**config.mk**
```make
export PLATFORM = sky130hd
export DESIGN_NAME = rs_encode_top
export DESIGN_NICKNAME = d
export VERILOG_FILES = /design/src/rtl/rs_pkg.sv /design/src/rtl/rs_gf_mult_const.sv /design/src/rtl/rs_encode_top.sv
export SDC_FILE = /design/constraint.sdc
export NUM_CORES = 1
export LEC_CHECK = 0
export CORE_MARGIN = 2
export CORE_UTILIZATION = 35
export DETAILED_ROUTE_END_ITERATION = 16
export PLACE_DENSITY = 0.53
export SETUP_SLACK_MARGIN = 0.15
export SYNTH_ARGS = -nofsm -noshare
export SYNTH_HDL_FRONTEND = slang
export SYNTH_SLANG_ARGS = --single-unit
```
**constraint.sdc**
```tcl
create_clock -name CLK -period 15.38 [get_ports CLK]
set_clock_uncertainty 0.2 [all_clocks]
set_input_delay 2.307 -clock CLK [delete_from_list [all_inputs] [get_ports CLK]]
set_output_delay 2.307 -clock CLK [all_outputs]
set_load 0.01 [all_outputs]
```
**src/rtl/rs_pkg.sv**
```systemverilog
// Shared GF(2^8) arithmetic, generator polynomial and FSM encoding for the RS(N, N-16) encoder.
package rs_pkg;

   localparam int RS_NPAR = 16;
   localparam int RS_SYM_W = 8;
   localparam logic [8:0] RS_PRIM_POLY = 9'h11D;

   typedef logic [RS_SYM_W-1:0] sym_t;
   typedef logic [RS_NPAR-1:0][RS_SYM_W-1:0] gen_t;
   typedef enum logic [1:0] {IDLE, DATA, PARITY} state_t;

   function automatic sym_t gf_mul_const(input sym_t a, input sym_t b);
      logic [8:0] sh;
      sym_t       p;
      p  = '0;
      sh = {1'b0, a};
      for (int i = 0; i < RS_SYM_W; i++) begin
         if (b[i]) p = p ^ sh[7:0];
         sh = sh << 1;
         if (sh[8]) sh = sh ^ RS_PRIM_POLY;
      end
      return p;
   endfunction

   // g(x) = prod_{i=0..15} (x + alpha^i), built at elaboration; RS_GEN[i] is the x^i coefficient.
   function automatic gen_t rs_gen_calc();
      logic [RS_NPAR:0][RS_SYM_W-1:0] g;
      sym_t root;
      gen_t res;
      g    = '0;
      g[0] = 8'h01;
      root = 8'h01;
      for (int i = 0; i < RS_NPAR; i++) begin
         for (int j = RS_NPAR; j > 0; j--) g[j] = g[j-1] ^ gf_mul_const(g[j], root);
         g[0] = gf_mul_const(g[0], root);
         root = gf_mul_const(root, 8'h02);
      end
      for (int k = 0; k < RS_NPAR; k++) res[k] = g[k];
      return res;
   endfunction

   localparam gen_t RS_GEN = rs_gen_calc();

endpackage

```
**src/rtl/rs_gf_mult_const.sv**
```systemverilog
// Combinational GF(2^8) multiply by a fixed coefficient; reduces to an XOR network.
module rs_gf_mult_const
   import rs_pkg::*;
#(
   parameter sym_t COEF = 8'h01
) (
   input  logic [7:0] a,
   output logic [7:0] y
);

   assign y = gf_mul_const(a, COEF);

endmodule

```
**src/rtl/rs_encode_top.sv**
```systemverilog
// Systematic RS encoder, 16 parity symbols: message passes through, then the LFSR remainder is shifted out.
module rs_encode_top
   import rs_pkg::*;
#(
   parameter int N_SYM = 255
) (
   input  logic       CLK,
   input  logic       RESET,
   input  logic       enable,
   input  logic       startPls,
   input  logic [7:0] dataIn,
   output logic       ready,
   output logic [7:0] dataOut,
   output logic       startOut,
   output logic       parityFlag,
   output logic       doneOut
);

   localparam int         K      = N_SYM - RS_NPAR;
   localparam logic [7:0] K_LAST = 8'(K - 1);
   localparam logic [7:0] N_LAST = 8'(N_SYM - 1);

   state_t     state;
   logic [7:0] cnt;
   sym_t       r     [RS_NPAR];
   sym_t       base  [RS_NPAR];
   sym_t       prod  [RS_NPAR];
   sym_t       r_msg [RS_NPAR];
   sym_t       fb;
   logic       take_start;
   logic       take_data;
   logic       last_msg;

   // A start pulse (IDLE or DATA) restarts the remainder from zero, which also discards an aborted word.
   always_comb begin
      take_start = enable && startPls && (state != PARITY);
      take_data  = enable && !startPls && (state == DATA);
      for (int i = 0; i < RS_NPAR; i++) base[i] = take_start ? '0 : r[i];
      fb       = dataIn ^ base[RS_NPAR-1];
      r_msg[0] = prod[0];
      for (int i = 1; i < RS_NPAR; i++) r_msg[i] = base[i-1] ^ prod[i];
      last_msg = take_start ? (K_LAST == 8'd0) : (cnt == K_LAST);
   end

   for (genvar g = 0; g < RS_NPAR; g++) begin : g_mul
      rs_gf_mult_const #(.COEF(RS_GEN[g])) u_mul (.a(fb), .y(prod[g]));
   end

   always_ff @(posedge CLK or posedge RESET) begin
      if (RESET) begin
         state      <= IDLE;
         cnt        <= '0;
         for (int i = 0; i < RS_NPAR; i++) r[i] <= '0;
         dataOut    <= '0;
         startOut   <= 1'b0;
         parityFlag <= 1'b0;
         doneOut    <= 1'b0;
         ready      <= 1'b1;
      end else if (enable) begin
         startOut   <= 1'b0;
         parityFlag <= 1'b0;
         doneOut    <= 1'b0;
         if (take_start || take_data) begin
            dataOut  <= dataIn;
            startOut <= take_start;
            r        <= r_msg;
            cnt      <= take_start ? 8'd1 : cnt + 8'd1;
            if (last_msg) begin
               state <= PARITY;
               ready <= 1'b0;
            end else begin
               state <= DATA;
            end
         end else if (state == PARITY) begin
            dataOut    <= r[RS_NPAR-1];
            parityFlag <= 1'b1;
            for (int i = RS_NPAR-1; i > 0; i--) r[i] <= r[i-1];
            r[0] <= '0;
            if (cnt == N_LAST) begin
               doneOut <= 1'b1;
               state   <= IDLE;
               ready   <= 1'b1;
               cnt     <= '0;
            end else begin
               cnt <= cnt + 8'd1;
            end
         end
      end
   end

endmodule

```
==> results.sh, run 1 <==
export IMPL_status="finished clean"
export IMPL_syn_area_per_cell_um2=8.836
export IMPL_tritoncts="yes"
export IMPL_fin_nets=1044
export IMPL_yosysSeqAreaShare_pct=40.78
export IMPL_io_buffers=23
export IMPL_vias=6754
export IMPL_holdPathEnd="r[121]"
export IMPL_antenna_found_initial=0
export IMPL_grt_pass1_vias=6548
export IMPL_hp_start="r[121]"
export IMPL_rsz0062_at_grt="no"
export IMPL_max_cap_viol_count=0
export IMPL_arrival_ns=6.14
export IMPL_wl_per_cell_um=17.37
export IMPL_rr_startpoint="state[1]"
export IMPL_drv_slew=0
export IMPL_grt_pass1_wl_um=38850
export IMPL_die_w_um=166.2
export IMPL_ant_nets=0
export IMPL_pwr_density_cell_nw_per_um2=271.3
export IMPL_synth_async_sr_flop_share_pct=100.0
export IMPL_place_ws_ns=8.882
export IMPL_synth_top_area_share_pct=40.49
export IMPL_cts_hold_buf=0
export IMPL_setup_ws_ns=9.319
export IMPL_finalPower_mw=2.778
export IMPL_diodes=0
export IMPL_dpl_hpwl_um=15320
export IMPL_drive_above_1_share_pct=7.958
export IMPL_core_um2=25910
export IMPL_cts_buffer_depth=2
export IMPL_path_clk_slew_ns=0.07
export IMPL_synth_flop_cell="dfrtp_1"
export IMPL_cp_end_kind="flip-flop"
export IMPL_cts_resized=0
export IMPL_drc=0
export IMPL_hold_depth=2
export IMPL_finalSetupTns_ns=0
export IMPL_cts_buffers=17
export IMPL_peakVddDrop_uv=130.6
export IMPL_syn_nets=1056
export IMPL_die_h_um=166.2
export IMPL_wl_um=23940
export IMPL_cp_num_buf_inv=1
export IMPL_clkLatencyLatePin_ns=0.43
export IMPL_rrSetupSlack_ns=11.41
export IMPL_grt_max_degree=115
export IMPL_gp_congestion=0.8330
export IMPL_grtUsageTotal_pct=17.96
export IMPL_n_fill_cell=2585
export IMPL_postCtsSetupBuffers=0
export IMPL_cp_top_family="XOR/XNOR gates"
export IMPL_path_cells="clkdlybuf4s50_1 -> nand2_2 -> o21ai_1 -> xor2_2 -> xnor3_1 -> xnor3_2 -> xnor2_1 -> nand2_1 -> xnor2_1 -> o21ai_1"
export IMPL_rows=59
export IMPL_firstDrtPassIters=5
export IMPL_slowest_stage="xor2_2"
export IMPL_r2r_end="r[64]"
export IMPL_vias_per_cell=4.901
export IMPL_synth_area_leaders="dfrtp_1, nand2_1, xnor2_1"
export IMPL_die_area_um2=27620
export IMPL_synth_cells=1042
export IMPL_startpoint_type="primary input"
export IMPL_path_class="in -> reg"
export IMPL_synth_warnings=0
export IMPL_htreeDepth=4
export IMPL_synth_edff_count=0
export IMPL_cts_sinks=150
export IMPL_rr_worst_depth=9
export IMPL_worst_pin_slew_ns=1.099
export IMPL_cpPeakStageDelay_ns=0.88
export IMPL_hold_violations=0
export IMPL_start_util_pct=35.54
export IMPL_cp_required_ns=15.46
export IMPL_ys_ff_latch=150
export IMPL_cts_root_buf="clkbuf_16"
export IMPL_cp_max_fo=12
export IMPL_synth_top_cell_by_area="dfrtp_1"
export IMPL_setup_viol=0
export IMPL_hold_class="reg -> reg"
export IMPL_synth_area_um2=9208
export IMPL_p_leak_nw=4.303
export IMPL_area_growth_syn_to_layout_pct=11.20
export IMPL_io_pins=24
export IMPL_max_slew_margin_pct=26.69
export IMPL_first_iter_violations=671
export IMPL_fmax_mhz=165.0
export IMPL_grt_overflow_total=0
export IMPL_fin_crit_sh_pct=39.41
export IMPL_yosysUniqueCellTypes=51
export IMPL_fin_crit_ns=6.061
-- sequential cells by signal, summed over array words and instances (netlist names) --
| signal | cells |
|---|---|
| dataOut | 8 |
| doneOut | 1 |
| startOut | 1 |
| r | 128 |
| parityFlag | 1 |
| ready | 1 |
| state | 2 |
| cnt | 8 |
-- worst reg2reg max path, cell delays in order, from the launching register on --
cell,delay (ns)
dfrtp_1,0.44
nor2b_4,0.56
o21ai_1,0.22
xor2_2,0.88
xnor3_1,0.63
xnor3_2,0.39
xnor2_1,0.16
nand2_1,0.08
xnor2_1,0.17
o21ai_1,0.07
-- layout make-up --
| cell class | instances | area, um2 | share of cell area (%) |
|---|---|---|---|
| inverter | 5 | 23.77 | 0.2322 |
| tap | 335 | 419.2 | 4.094 |
| clock inverter | 12 | 131.4 | 1.283 |
| clock buffer | 20 | 436.7 | 4.265 |
| sequential | 150 | 3755 | 36.67 |
| timing repair buffer | 35 | 320.3 | 3.128 |
| multi-input combinational | 821 | 5152 | 50.32 |
-- worst max-delay path by stage --
stage | slack [ns] | start | cells after the start | to
final | 9.32 | enable | 10 | r[64]
after global routing | 9.10 | enable | 10 | r[64]
after CTS | 9.33 | enable | 10 | r[64]
after detailed placement | 8.88 | enable | 11 | r[95]
after global placement | 9.01 | enable | 9 | r[43]
after floorplan | 8.84 | RESET | 1 | cnt[0]
-- kinds of logic after synthesis --
| kind of cell | count (synthesis) | synth area share, % |
|---|---|---|
| DFF | 150 | 40.78 |
| xor gates and xnor gates | 234 | 26.27 |
| adders and majority gates | 2 | 0.2717 |
| and+or+nand+nor | 399 | 16.96 |
| buffers and inverters | 71 | 3.479 |
| muxes | 5 | 0.5436 |
| AOI/OAI and AO/OA | 181 | 11.70 |
-- cell usage after synthesis, types with 4 or more instances --
master	number
mux2i_1	5
o21ai_1	16
nor2b_1	4
and2_1	5
xnor3_1	5
nand2_1	291
dfrtp_1	149
inv_1	5
clkbuf_1	50
buf_1	7
nand4_1	4
xor2_4	6
nor2_1	82
a221oi_1	6
nor3_1	5
o21ai_2	4
xor2_2	7
o21ai_0	93
a211oi_1	9
xnor2_1	118
a31oi_1	10
buf_6	4
a311oi_1	5
a21oi_1	17
xnor2_2	9
xor2_1	85
-- metal layers --
metal	vias up	track usage [%]	part of all wire (%)
li1	3333	-	-
met5	-	0	0
met3	16	3.503	4.2
met1	3275	26.06	49
met4	0	4.537	1.1
met2	130	27.53	45
-- layout by cell type, fill, tap and decap left out, types with 3 or more instances in the layout --
| master | count |
|---|---|
| a211oi_1 | 9 |
| a21o_1 | 3 |
| a21oi_1 | 17 |
| a221oi_1 | 6 |
| a311oi_1 | 5 |
| a31oi_1 | 10 |
| and2_1 | 4 |
| buf_4 | 12 |
| clkbuf_1 | 3 |
| clkbuf_16 | 17 |
| clkdlybuf4s50_1 | 23 |
| clkinv_2 | 3 |
| clkinv_4 | 3 |
| clkinvlp_4 | 4 |
| dfrtp_1 | 149 |
| inv_1 | 4 |
| mux2i_1 | 5 |
| nand2_1 | 290 |
| nand3_1 | 3 |
| nand4_1 | 4 |
| nor2_1 | 82 |
| nor2b_1 | 4 |
| nor3_1 | 5 |
| o21ai_0 | 93 |
| o21ai_1 | 16 |
| o21ai_2 | 4 |
| o22ai_1 | 3 |
| xnor2_1 | 118 |
| xnor2_2 | 9 |
| xnor3_1 | 5 |
| xor2_1 | 85 |
| xor2_2 | 7 |
| xor2_4 | 6 |
-- report_power, final --
group | switching, mW | internal (mW) | total, mW
Clock | 0.179 | 0.239 | 0.418
Sequential | 0.109 | 0.566 | 0.675
Combinational | 0.964 | 0.721 | 1.68
Total | 1.25 | 1.53 | 2.78
-- stage by stage --
stage	hold WS [ns]	instances	utilization, %	area [um2]
after floorplan	0.2460	1042	-	9208
after global placement	0.2600	1346	37.32	9671
after detailed placement	0.2636	1346	37.32	9671
after CTS	0.2812	1378	39.51	10240
after global routing	0.2930	1378	39.51	10240
final	0.2774	1378	39.51	10240
(Power assumes the default switching activity.)
==> run 2, diff against run 1 <==
PLACE_DENSITY = 0.55   (was 0.53)
clock period = 5.28 ns   (was 15.38 ns; I/O delays follow)
==> results.sh, run 2 (synthesized netlist as in run 1, its figures left out) <==
export IMPL_status="finished clean"
export IMPL_peakVddDrop_uv=426.3
export IMPL_wl_um=23870
export IMPL_first_iter_violations=526
export IMPL_n_fill_cell=2589
export IMPL_path_clk_slew_ns=0.06
export IMPL_die_w_um=166.2
export IMPL_max_cap_viol_count=0
export IMPL_vias=6793
export IMPL_fin_crit_ns=4.160
export IMPL_rows=59
export IMPL_die_h_um=166.2
export IMPL_postCtsSetupBuffers=0
export IMPL_fmax_mhz=240.4
export IMPL_core_um2=25910
export IMPL_hold_class="reg -> reg"
export IMPL_reg_top3="r x128, cnt x8, dataOut x8"
export IMPL_htreeDepth=4
export IMPL_grt_overflow_total=0
export IMPL_hold_violations=0
export IMPL_drive_above_1_share_pct=9.348
export IMPL_area_growth_syn_to_layout_pct=12.62
export IMPL_tritoncts="yes"
export IMPL_largest_register_ffs=128
export IMPL_mostFrequentLayoutCells="nand2_1, dfrtp_1, xnor2_1"
export IMPL_cp_end_kind="flip-flop"
export IMPL_cts_hold_buf=0
export IMPL_drc=0
export IMPL_drv_slew=0
export IMPL_max_slew_margin_pct=37.57
export IMPL_ant_nets=0
export IMPL_cts_buffer_depth=2
export IMPL_firstDrtPassIters=4
export IMPL_instances_no_fill=1394
export IMPL_arrival_ns=4.23
export IMPL_io_pins=24
export IMPL_hold_slack_ns=0.2793
export IMPL_diodes=0
export IMPL_cp_top_family="XOR/XNOR gates"
export IMPL_gp_congestion=0.8418
export IMPL_worst_pin_slew_ns=0.9298
export IMPL_dp_cells=1362
export IMPL_fin_crit_sh_pct=78.78
export IMPL_postLayoutCellArea_um2=10370
export IMPL_clkLatencyLatePin_ns=0.43
export IMPL_setup_viol=0
export IMPL_grt_max_degree=222
export IMPL_path_cells="clkdlybuf4s50_1 -> nand2_2 -> o21ai_4 -> xor2_4 -> buf_4 -> xnor2_1 -> xnor2_1 -> nor2_1 -> xor2_1 -> o21ai_0"
export IMPL_die_area_um2=27620
export IMPL_regMostFlops="r"
export IMPL_cts_sinks=150
export IMPL_p_leak_nw=4.391
export IMPL_cts_resized=0
export IMPL_multi_input_area_um2=5152
export IMPL_io_buffers=23
export IMPL_cp_required_ns=5.35
export IMPL_worst_path_most_repeated_cell="xnor2_1"
export IMPL_slowest_stage="xnor2_1"
export IMPL_grt_pass1_vias=6697
export IMPL_dpl_hpwl_um=16180
export IMPL_seq_area_um2=3755
export IMPL_path_class="in -> reg"
export IMPL_cpPeakStageDelay_ns=0.75
export IMPL_antenna_found_initial=0
export IMPL_grt_pass1_wl_um=38740
export IMPL_rsz0062_at_grt="no"
export IMPL_fin_nets=1060
export IMPL_cts_buffers=17
export IMPL_vias_per_cell=4.873
export IMPL_postLayoutCoreUtil_pct=40.02
export IMPL_cp_num_buf_inv=2
export IMPL_start_util_pct=35.54
export IMPL_pwr_density_cell_nw_per_um2=784.1
export IMPL_startpoint_type="primary input"
export IMPL_grtUsageTotal_pct=17.91
export IMPL_cp_max_fo=11
export IMPL_finalSetupTns_ns=0
export IMPL_place_area_um2=9803
export IMPL_cts_root_buf="clkbuf_16"
export IMPL_wl_per_cell_um=17.13
export IMPL_final_common_cell="nand2_1"
run 2: final timing paths:
check | startpoint | end | slack (ns) | cells after the start
setup / recovery | startPls | r[14] | 1.12 | 10
hold / removal | r[25] | r[25] | 0.28 | 2
setup reg to reg | state[1] | r[14] | 1.61 | 9
hold reg to reg | r[25] | r[25] | 0.28 | 2
max in group asynchronous | RESET | r[95] | 3.10 | 3
min in group asynchronous | RESET | r[17] | 0.71 | 2
run 2: tightest hold or removal path, stage by stage (launching register included):
cell,delay [ns]
dfrtp_1,0.34
nand2_1,0.04
o21ai_0,0.06
run 2: through the flow:
step	setup WS [ns]	power [mW]
2_1_floorplan	0.2533	5.785
3_3_place_gp	0.6975	6.919
3_5_place_dp	0.6709	6.950
4_1_cts	1.108	8.199
5_1_grt	0.8811	8.775
6_report	1.120	8.131
run 2: power breakdown:
group	total, mW	leakage (nW)	internal [mW]	switching (mW)
Sequential	1.96	1.86	1.65	0.315
Combinational	4.96	2.25	2.16	2.80
Clock	1.20	0.274	0.696	0.509
run 2: per-layer routing:
layer  track usage (%)  vias up  share of wire (%)
met2             28.02      120                 46
met3             3.122       24                3.7
met5                 0        -                  0
met1             25.53     3277                 48
li1                  -     3372                  -
met4             5.066        0                1.9
run 2: cell type report:
class	count	area share, %
Multi-Input combinational cell	821	49.69
Sequential cell	150	36.21
Timing Repair Buffer	51	4.368
Clock buffer	20	4.211
Tap cell	335	4.042
Clock inverter	12	1.255
Inverter	5	0.2292
==> run 3, diff against run 2 <==
PLACE_DENSITY = 0.53   (was 0.55)
clock period = 3.9 ns   (was 5.28 ns; I/O delays follow)
==> results.sh, run 3 (synthesized netlist as in run 1, its figures left out) <==
export IMPL_fin_crit_ns=3.370
export IMPL_max_slew_margin_pct=42.23
export IMPL_grt_max_degree=113
export IMPL_place_ws_ns=0.03588
export IMPL_grt_overflow_total=0
export IMPL_drv_slew=0
export IMPL_hold_violations=0
export IMPL_crit_start="startPls"
export IMPL_firstDrtPassIters=5
export IMPL_rr_startpoint="state[1]"
export IMPL_die_h_um=166.2
export IMPL_cp_required_ns=4.01
export IMPL_final_common_cell="nand2_1"
export IMPL_postCtsSetupBuffers=0
export IMPL_largest_register_ffs=128
export IMPL_drive_above_1_share_pct=11.46
export IMPL_wl_per_cell_um=17.52
export IMPL_reg_top3="r x128, cnt x8, dataOut x8"
export IMPL_gp_congestion=0.8207
export IMPL_io_pins=24
export IMPL_cts_hold_buf=0
export IMPL_grt_pass1_wl_um=40290
export IMPL_path_clk_slew_ns=0.07
export IMPL_max_cap_viol_count=0
export IMPL_cp_end_kind="flip-flop"
export IMPL_fin_nets=1084
export IMPL_vias_per_cell=4.840
export IMPL_fin_crit_sh_pct=86.41
export IMPL_setup_ws_ns=0.5300
export IMPL_area_growth_syn_to_layout_pct=15.65
export IMPL_diodes=0
export IMPL_worst_pin_slew_ns=0.8633
export IMPL_die_w_um=166.2
export IMPL_cts_sinks=150
export IMPL_p_leak_nw=4.525
export IMPL_finalSetupTns_ns=0
export IMPL_cts_buffers=17
export IMPL_vias=6858
export IMPL_postLayoutCoreUtil_pct=41.10
export IMPL_peakVddDrop_uv=506.1
export IMPL_core_um2=25910
export IMPL_cts_root_buf="clkbuf_16"
export IMPL_rsz0062_at_grt="no"
export IMPL_mostFrequentLayoutCells="nand2_1, dfrtp_1, xnor2_1"
export IMPL_hold_slack_ns=0.2780
export IMPL_io_buffers=23
export IMPL_pwr_density_cell_nw_per_um2=1067
export IMPL_regMostFlops="r"
export IMPL_antenna_found_initial=0
export IMPL_setup_viol=0
export IMPL_drc=0
export IMPL_dpl_hpwl_um=17050
export IMPL_wl_um=24820
export IMPL_cts_resized=0
export IMPL_instances_no_fill=1417
export IMPL_ant_nets=0
export IMPL_rows=59
export IMPL_path_class="in -> reg"
export IMPL_arrival_ns=3.48
export IMPL_first_iter_violations=540
export IMPL_cp_max_fo=10
export IMPL_grt_pass1_vias=6811
export IMPL_fmax_mhz=296.7
export IMPL_htreeDepth=4
export IMPL_start_util_pct=35.54
export IMPL_tritoncts="yes"
export IMPL_startpoint_type="primary input"
export IMPL_cts_buffer_depth=2
export IMPL_grtUsageTotal_pct=18.72
export IMPL_clkLatencyLatePin_ns=0.44
export IMPL_status="finished clean"
export IMPL_hold_class="reg -> reg"
export IMPL_dp_cells=1386
export IMPL_hp_start="r[123]"
export IMPL_die_area_um2=27620
## run 3: cell type report
cell class	count	area [um2]
Clock inverter	13	150.1
Clock buffer	18	429.2
Tap cell	335	419.2
Sequential cell	150	3755
Fill cell	2545	15260
Inverter	5	22.52
Timing Repair Buffer	75	720.7
Multi-Input combinational cell	821	5152
## run 3: worst paths after layout
kind	to	slack, ns	cells after the start
min in group asynchronous	r[38]	0.44	2
min	r[123]	0.28	2
max	r[98]	0.53	10
max reg2reg	r[6]	0.55	10
max in group asynchronous	r[116]	2.22	3
min reg2reg	r[123]	0.28	2
## run 3: metal layers
layer  share of wire (%)  vias to the layer above  GRT usage [%]
met3                 3.2                       21          2.407
met5                   0                        -              0
met2                  47                      100          29.41
met1                  49                     3319          27.05
met4                 1.5                        0          5.444
li1                    -                     3418              -
## run 3: through the flow
step | power (mW) | instance area [um2]
3_3_place_gp | 9.695 | 10070
4_1_cts | 11.43 | 10650
2_1_floorplan | 7.833 | 9211
6_report | 11.36 | 10650
5_1_grt | 12.28 | 10650
3_5_place_dp | 9.721 | 10070
## run 3: worst max-delay path, cell delays in order
cell             delay, ns
clkdlybuf4s50_1       0.51
nand2_2               0.24
o21ai_4               0.26
xor2_4                0.37
xnor3_1               0.56
xor2_2                0.35
xnor2_1               0.16
nand2_1               0.08
xnor2_1               0.25
o21ai_1               0.09
## run 3: power by group
part / total [mW] / internal (mW) / switching (mW)
logic: 7.03 / 3.17 / 3.86
registers: 2.66 / 2.23 / 0.431
clock network: 1.67 / 0.947 / 0.723
